**src/rtl/fsm_pkg.sv**
```systemverilog
// Shared definitions for the detect_run_monitor block: tracker state encoding
// and default widths.
package fsm_pkg;

    typedef enum logic {
        IDLE = 1'b0,
        RUN  = 1'b1
    } state_e;

    localparam int unsigned LEN_W_DEF = 8;
    localparam int unsigned CNT_W_DEF = 8;

endpackage

```
**src/rtl/sat_counter.sv**
```systemverilog
// Up-counter that sticks at all-ones; synchronous clear wins over increment.
module sat_counter #(
    parameter int unsigned W = 8
) (
    input  logic         clk,
    input  logic         reset_n,
    input  logic         clr,
    input  logic         inc,
    output logic [W-1:0] q
);

    logic [W-1:0] r_q;

    always_ff @(posedge clk) begin
        if (!reset_n) begin
            r_q <= '0;
        end else if (clr) begin
            r_q <= '0;
        end else if (inc && !(&r_q)) begin
            r_q <= r_q + W'(1);
        end
    end

    assign q = r_q;

endmodule

```
**src/rtl/detect_run_monitor.sv**
```systemverilog
// Measures runs of the upstream "111" detector output and reports each
// completed run length through a one-deep valid/ack slot.
module detect_run_monitor
    import fsm_pkg::*;
#(
    parameter int unsigned LEN_W   = LEN_W_DEF,
    parameter int unsigned CNT_W   = CNT_W_DEF,
    parameter int unsigned MIN_RUN = 1
) (
    input  logic             clk,
    input  logic             reset_n,
    input  logic             detected,
    input  logic             clear,
    input  logic             rpt_ack,
    output logic             rpt_valid,
    output logic [LEN_W-1:0] rpt_len,
    output logic             rpt_overflow,
    output logic [CNT_W-1:0] event_cnt,
    output logic             busy
);

    localparam logic [LEN_W-1:0] MinRunL = LEN_W'(MIN_RUN);

    state_e           r_state;
    state_e           w_state_nxt;
    logic [LEN_W-1:0] w_len_cnt;
    logic [CNT_W-1:0] w_event_cnt;
    logic             w_post;
    logic             w_pop;
    logic             w_len_clr;
    logic             r_rpt_valid;
    logic [LEN_W-1:0] r_rpt_len;
    logic             r_rpt_overflow;

    always_ff @(posedge clk) begin
        if (!reset_n) begin
            r_state <= IDLE;
        end else begin
            r_state <= w_state_nxt;
        end
    end

    always_comb begin
        w_state_nxt = r_state;
        w_post      = 1'b0;
        case (r_state)
            IDLE: begin
                if (detected) begin
                    w_state_nxt = RUN;
                end
            end
            RUN: begin
                if (!detected) begin
                    w_state_nxt = IDLE;
                    w_post      = (w_len_cnt >= MinRunL);
                end
            end
            default: w_state_nxt = IDLE;
        endcase
    end

    // len_cnt is always 0 in IDLE, so incrementing on detected gives 1 on run start.
    assign w_len_clr = ~detected;

    sat_counter #(
        .W (LEN_W)
    ) u_len_cnt (
        .clk     (clk),
        .reset_n (reset_n),
        .clr     (w_len_clr),
        .inc     (detected),
        .q       (w_len_cnt)
    );

    sat_counter #(
        .W (CNT_W)
    ) u_event_cnt (
        .clk     (clk),
        .reset_n (reset_n),
        .clr     (clear),
        .inc     (w_post),
        .q       (w_event_cnt)
    );

    assign w_pop = r_rpt_valid & rpt_ack;

    always_ff @(posedge clk) begin
        if (!reset_n) begin
            r_rpt_valid    <= 1'b0;
            r_rpt_len      <= '0;
            r_rpt_overflow <= 1'b0;
        end else begin
            if (w_post && (!r_rpt_valid || w_pop)) begin
                r_rpt_valid <= 1'b1;
                r_rpt_len   <= w_len_cnt;
            end else if (w_pop) begin
                r_rpt_valid <= 1'b0;
            end

            if (clear) begin
                r_rpt_overflow <= 1'b0;
            end else if (w_post && r_rpt_valid && !w_pop) begin
                r_rpt_overflow <= 1'b1;
            end
        end
    end

    assign rpt_valid    = r_rpt_valid;
    assign rpt_len      = r_rpt_len;
    assign rpt_overflow = r_rpt_overflow;
    assign event_cnt    = w_event_cnt;
    assign busy         = (r_state == RUN);

endmodule

```
**config.mk**
```make
export PLATFORM = sky130hd
export DESIGN_NAME = detect_run_monitor
export DESIGN_NICKNAME = d
export VERILOG_FILES = /design/src/rtl/fsm_pkg.sv /design/src/rtl/sat_counter.sv /design/src/rtl/detect_run_monitor.sv
export SDC_FILE = /design/constraint.sdc
export NUM_CORES = 1
export LEC_CHECK = 0
export CORE_MARGIN = 2
export CORE_UTILIZATION = 40
export CTS_CLUSTER_DIAMETER = 150
export DETAILED_ROUTE_END_ITERATION = 8
export HOLD_SLACK_MARGIN = 0.1
export PLACE_DENSITY = 0.68
export SLEW_MARGIN = 20
export SYNTH_ARGS = -nofsm -noshare
export SYNTH_HDL_FRONTEND = slang
export SYNTH_HIERARCHICAL = 1
export SYNTH_SLANG_ARGS = --single-unit
```
**constraint.sdc**
```tcl
create_clock -name clk -period 4.3 [get_ports clk]
set_clock_uncertainty 0.05 [all_clocks]
set_input_delay 0.43 -clock clk [delete_from_list [all_inputs] [get_ports clk]]
set_output_delay 0.43 -clock clk [all_outputs]
set_load 0.05 [all_outputs]
```
==> out/metrics.yaml, run 1 <==
worst_setup_path:
  worst-path-buf-inv: 1
  worstPathRequired_ps: 3820
  critPathSlowestCell: "clkdlybuf4s50_1"
  end_kind: "output pin"
  start_kind: "register"
  crit_type: "register to output pin"
  crit_chain: "clkdlybuf4s50_1"
  critPathMaxFanout: 8
  worstPathArrival_ps: 1640
  regToRegStartpoint: "u_len_cnt/q[3]"
  critPathTopFamily: "buffers and inverters"
  reg2reg_slack_ps: 2450
  cpPeakStageDelay_ps: 850
  crit_start: "u_event_cnt/q[3]"
sta:
  rsz0062_at_grt: "no"
  setup_viol: 0
  finalHoldViolCount: 0
  relSlewSlack: 0.4908
  finalSetupTns_ps: 0
  min_period_ps: 2124
  worst_pin_slew_ps: 761.4
  drv_slew: 0
  min_period_over_period: 0.4940
  max_freq_ghz: 0.4708
clock_network:
  cts_resized: 0
  insertion_delay_ps: 310
  cts.sinks: 27
  clk_path_buf_depth: 2
  htreeDepth: 1
  postCtsHoldBufs: 0
  cts_setup_buffers: 0
  cts_tree: "yes"
  clk_pin_slew_ps: 140
  root_buffer: "clkbuf_4"
  cts_made_buffers: 3
yosys:
  yosysSeqAreaShare: 0.3963
  yosys-top-cells-area: "dfxtp_1, mux2i_1, nand2_1"
  synth_cells: 143
  synth_cell_types: 36
  synth_edf_count: 0
  synth_seq_cells: 27
  syn_area_mm2: 0.001364
  yosys_warnings: 6
  synth_fp_nets: 150
  avgSynthCellArea_um2: 9.537
  ys_async_sr_fraction: 0
  synth_largest_area_cell: "dfxtp_1"
  ys.flop_type: "dfxtp_1"
  synthDominantCellAreaShare: 0.3963
pwr:
  p_clk_frac: 0.278
  worst_ir_drop_vdd_v: 0.0002034
  seq_power_share: 0.659
  power.leakage_nw: 0.5324
  switching_share: 0.2268
  switching_power_mw: 0.08722
  pwr-share-comb: 0.063
  powerDensity_mw_per_mm2: 233.4
  p_int_mw: 0.2973
global_routing:
  grt-ovfl-total: 0
  antenna_found_initial: 0
  grt_max_degree: 25
  grt_pass1_wl_mm: 4.788
  grt_pass1_vias: 1113
  grt_use_total: 0.1478
status:
  status: "complete, no violations"
floorplan:
  dieArea_mm2: 0.003893
  core_mm2: 0.003311
  placementRows: 21
  initial_core_util: 0.4119
  ios: 24
  die_h_um: 62.39
  die_x_um: 62.39
route:
  drt_iter0_markers: 68
  drcViolationCount: 0
  postRouteAntennaNets: 0
  drt_first_pass_iters: 4
  via_per_inst: 5.495
  drt_wl_total_mm: 2.876
  num_vias: 1165
  wl_per_cell_um: 13.57
final_layout:
  final_common_cell: "nand2_1"
  stdcell_area_mm2: 0.001648
  nets: 174
  layout_common_cells: "nand2_1, dfxtp_1, clkdlybuf4s50_1"
  n_antenna_cell: 0
  seq_area_um2: 540.5
  drive_gt1_frac: 0.1084
  area_growth_pct: 20.83
  fillers: 332
  multiInputGateArea_um2: 785.8
hold_path:
  holdCritStartpoint: "rpt_len[4]"
  min_path_type: "register to register"
place:
  port_buffers: 23
  hpwl_mm: 2.098
  placed_area_mm2: 0.001622
  gp_congestion: 0.8871
job:
  cap_viol_max_count: 0
[final cells by class]
cell class / count / share of cell area
Multi-Input combinational cell: 110 / 0.4768
Timing Repair Buffer: 23 / 0.1397
Clock buffer: 4 / 0.01595
Inverter: 2 / 0.004556
Tap cell: 46 / 0.03493
Sequential cell: 27 / 0.3280
[worst paths after layout]
| path | depth (start not counted) | end |
|---|---|---|
| min | 2 | rpt_len[4] |
| max reg2reg | 5 | u_event_cnt/q[3] |
| min reg2reg | 2 | rpt_len[4] |
| max | 1 | event_cnt[3] |
[power by group through the flow]
stage               logic, mW  registers [mW]  clock network, mW
floorplan              0.0130           0.261                  0
global placement       0.0236           0.259                  0
detailed placement     0.0243           0.259                  0
CTS                    0.0243           0.254              0.112
global route           0.0267           0.254              0.122
finish                 0.0241           0.254              0.107
[sequential cells by signal, indices dropped and copies added, names as in the netlist]
name,cells
rpt_overflow,1
u_len_cnt/q,8
busy,1
rpt_len,8
rpt_valid,1
u_event_cnt/q,8
[worst reg2reg max path, delay by kind of cell (launching register included)]
family / cells / cell delay (ps)
compound gates: 3 / 830
simple gates: 2 / 350
flops: 1 / 570
[synth_stat cells, types with 3 or more instances]
master and count:
dfxtp_1 27, nand2_1 28, and4_1 4, nor2b_1 3, nand2b_1 6, mux2i_1 12, a21oi_1 10, nand4_1 4
nand3_1 4
[per-layer routing]
metal,vias up,wire (um),track usage
li1,578,-,-
met1,551,1318,0.1712
met2,34,1418,0.2758
met3,2,119,0.01982
met4,0,20,0.05556
met5,-,0,0
[cell families (layout without fill, tap and decap cells)]
| group | Yosys count | count (layout) | synth area share |
|---|---|---|---|
| AO/OA/AOI/OAI | 36 | 36 | 0.2211 |
| adder cells (fa/ha/maj) | 2 | 2 | 0.01835 |
| buffers and inverters | 6 | 29 | 0.02753 |
| flip-flops | 27 | 27 | 0.3963 |
| multiplexers | 12 | 12 | 0.08808 |
| AND/OR/NAND/NOR | 60 | 60 | 0.2486 |
[metrics by stage]
stage	utilization	setup WS [ps]	total power, mW	hold WS (ps)	instances
detailed placement	0.4898	1958	0.2833	404.2	208
CTS	0.4977	2160	0.3898	424.3	212
finish	0.4977	2176	0.3845	420.7	212
global placement	0.4898	2001	0.2825	397.1	208
global route	0.4977	2098	0.4030	444.4	212
floorplan	-	2521	0.2739	429.3	143
(Power assumes the default switching activity.)
==> inputs of run 2 (changes only) <==
--- a/config.mk
+++ b/config.mk
@@ -10,7 +10,7 @@
 export CTS_CLUSTER_DIAMETER = 150
 export DETAILED_ROUTE_END_ITERATION = 8
 export HOLD_SLACK_MARGIN = 0.1
-export PLACE_DENSITY = 0.68
+export PLACE_DENSITY = 0.71
 export SLEW_MARGIN = 20
 export SYNTH_ARGS = -nofsm -noshare
 export SYNTH_HDL_FRONTEND = slang
==> constraint.sdc (replaced) <==
create_clock -name clk -period 1.81 [get_ports clk]
set_clock_uncertainty 0.05 [all_clocks]
set_input_delay 0.181 -clock clk [delete_from_list [all_inputs] [get_ports clk]]
set_output_delay 0.181 -clock clk [all_outputs]
set_load 0.05 [all_outputs]
==> run 2 against run 1 <==
Critical path depth unchanged. Utilization up 3.0 points. Flip-flop and latch count unchanged. Power up 150%. Die area unchanged. Hold slack worse by 1.1 ps. Largest power group unchanged.
==> out/metrics.yaml, run 2 (synthesized netlist as in run 1, its figures left out) <==
global_routing:
  grt_max_degree: 20  # -20%
  grt_pass1_wl_mm: 5.354  # +12%
  antenna_found_initial: 0  # unchanged
  grt_pass1_vias: 1132  # +1.7%
  grt-ovfl-total: 0  # unchanged
  grt_use_total: 0.1699  # +0.02210
worst_setup_path:
  end_kind: "output pin"
  worstPathRequired_ps: 1580  # -2240 ps
  start_kind: "register"
  crit_chain: "clkdlybuf4s50_1"
  worst-path-buf-inv: 1  # unchanged
  critPathSlowestCell: "clkdlybuf4s50_1"
  critPathMaxFanout: 2  # -6
  worstPathArrival_ps: 1510  # -130 ps
  critPathTopFamily: "buffers and inverters"
  reg2reg_slack_ps: 140  # -2310 ps
  cpPeakStageDelay_ps: 810  # -40 ps
  crit_type: "register to output pin"
route:
  drt_wl_total_mm: 3.035  # +5.5%
  postRouteAntennaNets: 0  # unchanged
  drcViolationCount: 0  # unchanged
  drt_iter0_markers: 122  # +79%
  drt_first_pass_iters: 4  # unchanged
  wl_per_cell_um: 13.80  # +1.7%
  num_vias: 1198  # +2.8%
  via_per_inst: 5.445  # -0.91%
clock_network:
  insertion_delay_ps: 330  # +20 ps
  postCtsHoldBufs: 0  # unchanged
  clk_pin_slew_ps: 160  # +20 ps
  root_buffer: "clkbuf_4"
  cts.sinks: 27  # unchanged
  cts_tree: "yes"
  cts_made_buffers: 3  # unchanged
  clk_path_buf_depth: 2  # unchanged
  cts_resized: 3  # +3
  htreeDepth: 1  # unchanged
  cts_setup_buffers: 0  # unchanged
place:
  port_buffers: 23  # unchanged
  gp_congestion: 0.9105  # +2.6%
  dp_cells: 216  # +3.8%
  hpwl_mm: 2.278  # +8.5%
  post-place-ws_ps: 13.66  # -1944 ps
  placed_area_mm2: 0.001684  # +3.9%
status:
  status: "complete, no violations"
floorplan:
  placementRows: 21  # unchanged
  ios: 24  # unchanged
  core_mm2: 0.003311  # unchanged
  initial_core_util: 0.4119  # unchanged
  dieArea_mm2: 0.003893  # unchanged
  die_x_um: 62.39  # unchanged
  die_h_um: 62.39  # unchanged
sta:
  worst_pin_slew_ps: 515.9  # -245.5 ps
  setup_ws_ps: 67.82  # -2108 ps
  max_freq_ghz: 0.5740
  drv_slew: 0  # unchanged
  relSlewSlack: 0.6554  # +0.1645
  min_period_over_period: 0.9625
  rsz0062_at_grt: "no"
  finalHoldViolCount: 0  # unchanged
  finalSetupTns_ps: 0  # unchanged
  setup_viol: 0  # unchanged
  min_period_ps: 1742
pwr:
  power.leakage_nw: 0.8097  # +52%
  powerDensity_mw_per_mm2: 544.1  # +130%
  worst_ir_drop_vdd_v: 0.0003099  # +52%
final_layout:
  area_growth_pct: 28.17
  n_antenna_cell: 0  # unchanged
  drive_gt1_frac: 0.1782  # +0.06973
  nets: 182  # +4.6%
  layout_common_cells: "nand2_1, dfxtp_1, mux2i_1"
  final_common_cell: "nand2_1"
  stdcell_count: 220  # +3.8%
  stdcell_area_mm2: 0.001748  # +6.1%
hold_path:
  min_path_type: "register to register"
job:
  cap_viol_max_count: 0  # unchanged
==> run 2: changes by cell type in the layout (fill, tap and decap cells not counted) <==
cell	before	now
nor4_2	1	0
clkdlybuf4s50_1	23	5
buf_4	0	11
inv_6	0	1
dlygate4sd2_1	0	3
nor4_4	1	2
dlymetal6s2s_1	0	11
buf_12	0	1
clkbuf_1	1	0
==> run 2: area by class of cell <==
class / count / area [um^2]
inverter: 2 / 7.507
sequential: 27 / 540.5
multi-input combinational: 110 / 794.5
fill: 321 / 1563
tap: 46 / 57.56
clock inverter: 1 / 8.758
clock buffer: 3 / 22.52
timing repair buffer: 31 / 316.6
==> run 2: final timing paths <==
check / from / end / cells past startpoint
max: rpt_len[1] / rpt_len[1] / 1
max reg2reg: u_len_cnt/q[7] / u_event_cnt/q[3] / 5
min: rpt_len[4] / rpt_len[4] / 2
min reg2reg: rpt_len[4] / rpt_len[4] / 2
==> run 2: worst register-to-register path, delay by kind of cell, from the launching register on <==
family	cells	cell delay, ps
flip-flops	1	550
AO/OA/AOI/OAI	3	750
AND/OR/NAND/NOR	2	290
==> run 2: report_power, final <==
| group | leakage [nW] | total (mW) | switching (mW) | internal [mW] |
|---|---|---|---|---|
| Clock | 0.0183 | 0.283 | 0.193 | 0.0903 |
| Sequential | 0.218 | 0.603 | 0.00460 | 0.598 |
| Combinational | 0.574 | 0.0654 | 0.0366 | 0.0288 |
==> run 2: layer usage <==
metal / share of wire / global-route usage / vias up
met5: 0 / 0 / -
met4: 0.0066 / 0.07500 / 0
met3: 0.054 / 0.03243 / 2
met2: 0.51 / 0.2813 / 35
met1: 0.43 / 0.2164 / 567
li1: - / - / 594
==> run 2: stage by stage <==
stage / hold WS (ps) / power (mW) / utilization
floorplan: 252.7 / 0.6508 / -
detailed placement: 399.7 / 0.6797 / 0.5087
global route: 442.2 / 1.000 / 0.5280
finish: 419.6 / 0.9510 / 0.5280
global placement: 395.3 / 0.6784 / 0.5087
CTS: 427.1 / 0.9640 / 0.5170
==> inputs of run 3 (changes only) <==
--- a/config.mk
+++ b/config.mk
@@ -9,6 +9,7 @@
 export CORE_UTILIZATION = 40
 export CTS_CLUSTER_DIAMETER = 150
 export DETAILED_ROUTE_END_ITERATION = 8
+export GPL_TIMING_DRIVEN = 1
 export HOLD_SLACK_MARGIN = 0.1
 export PLACE_DENSITY = 0.71
 export SLEW_MARGIN = 20
==> results of run 3 <==
The final DEF is identical to that of run 2; final timing and power are the same.
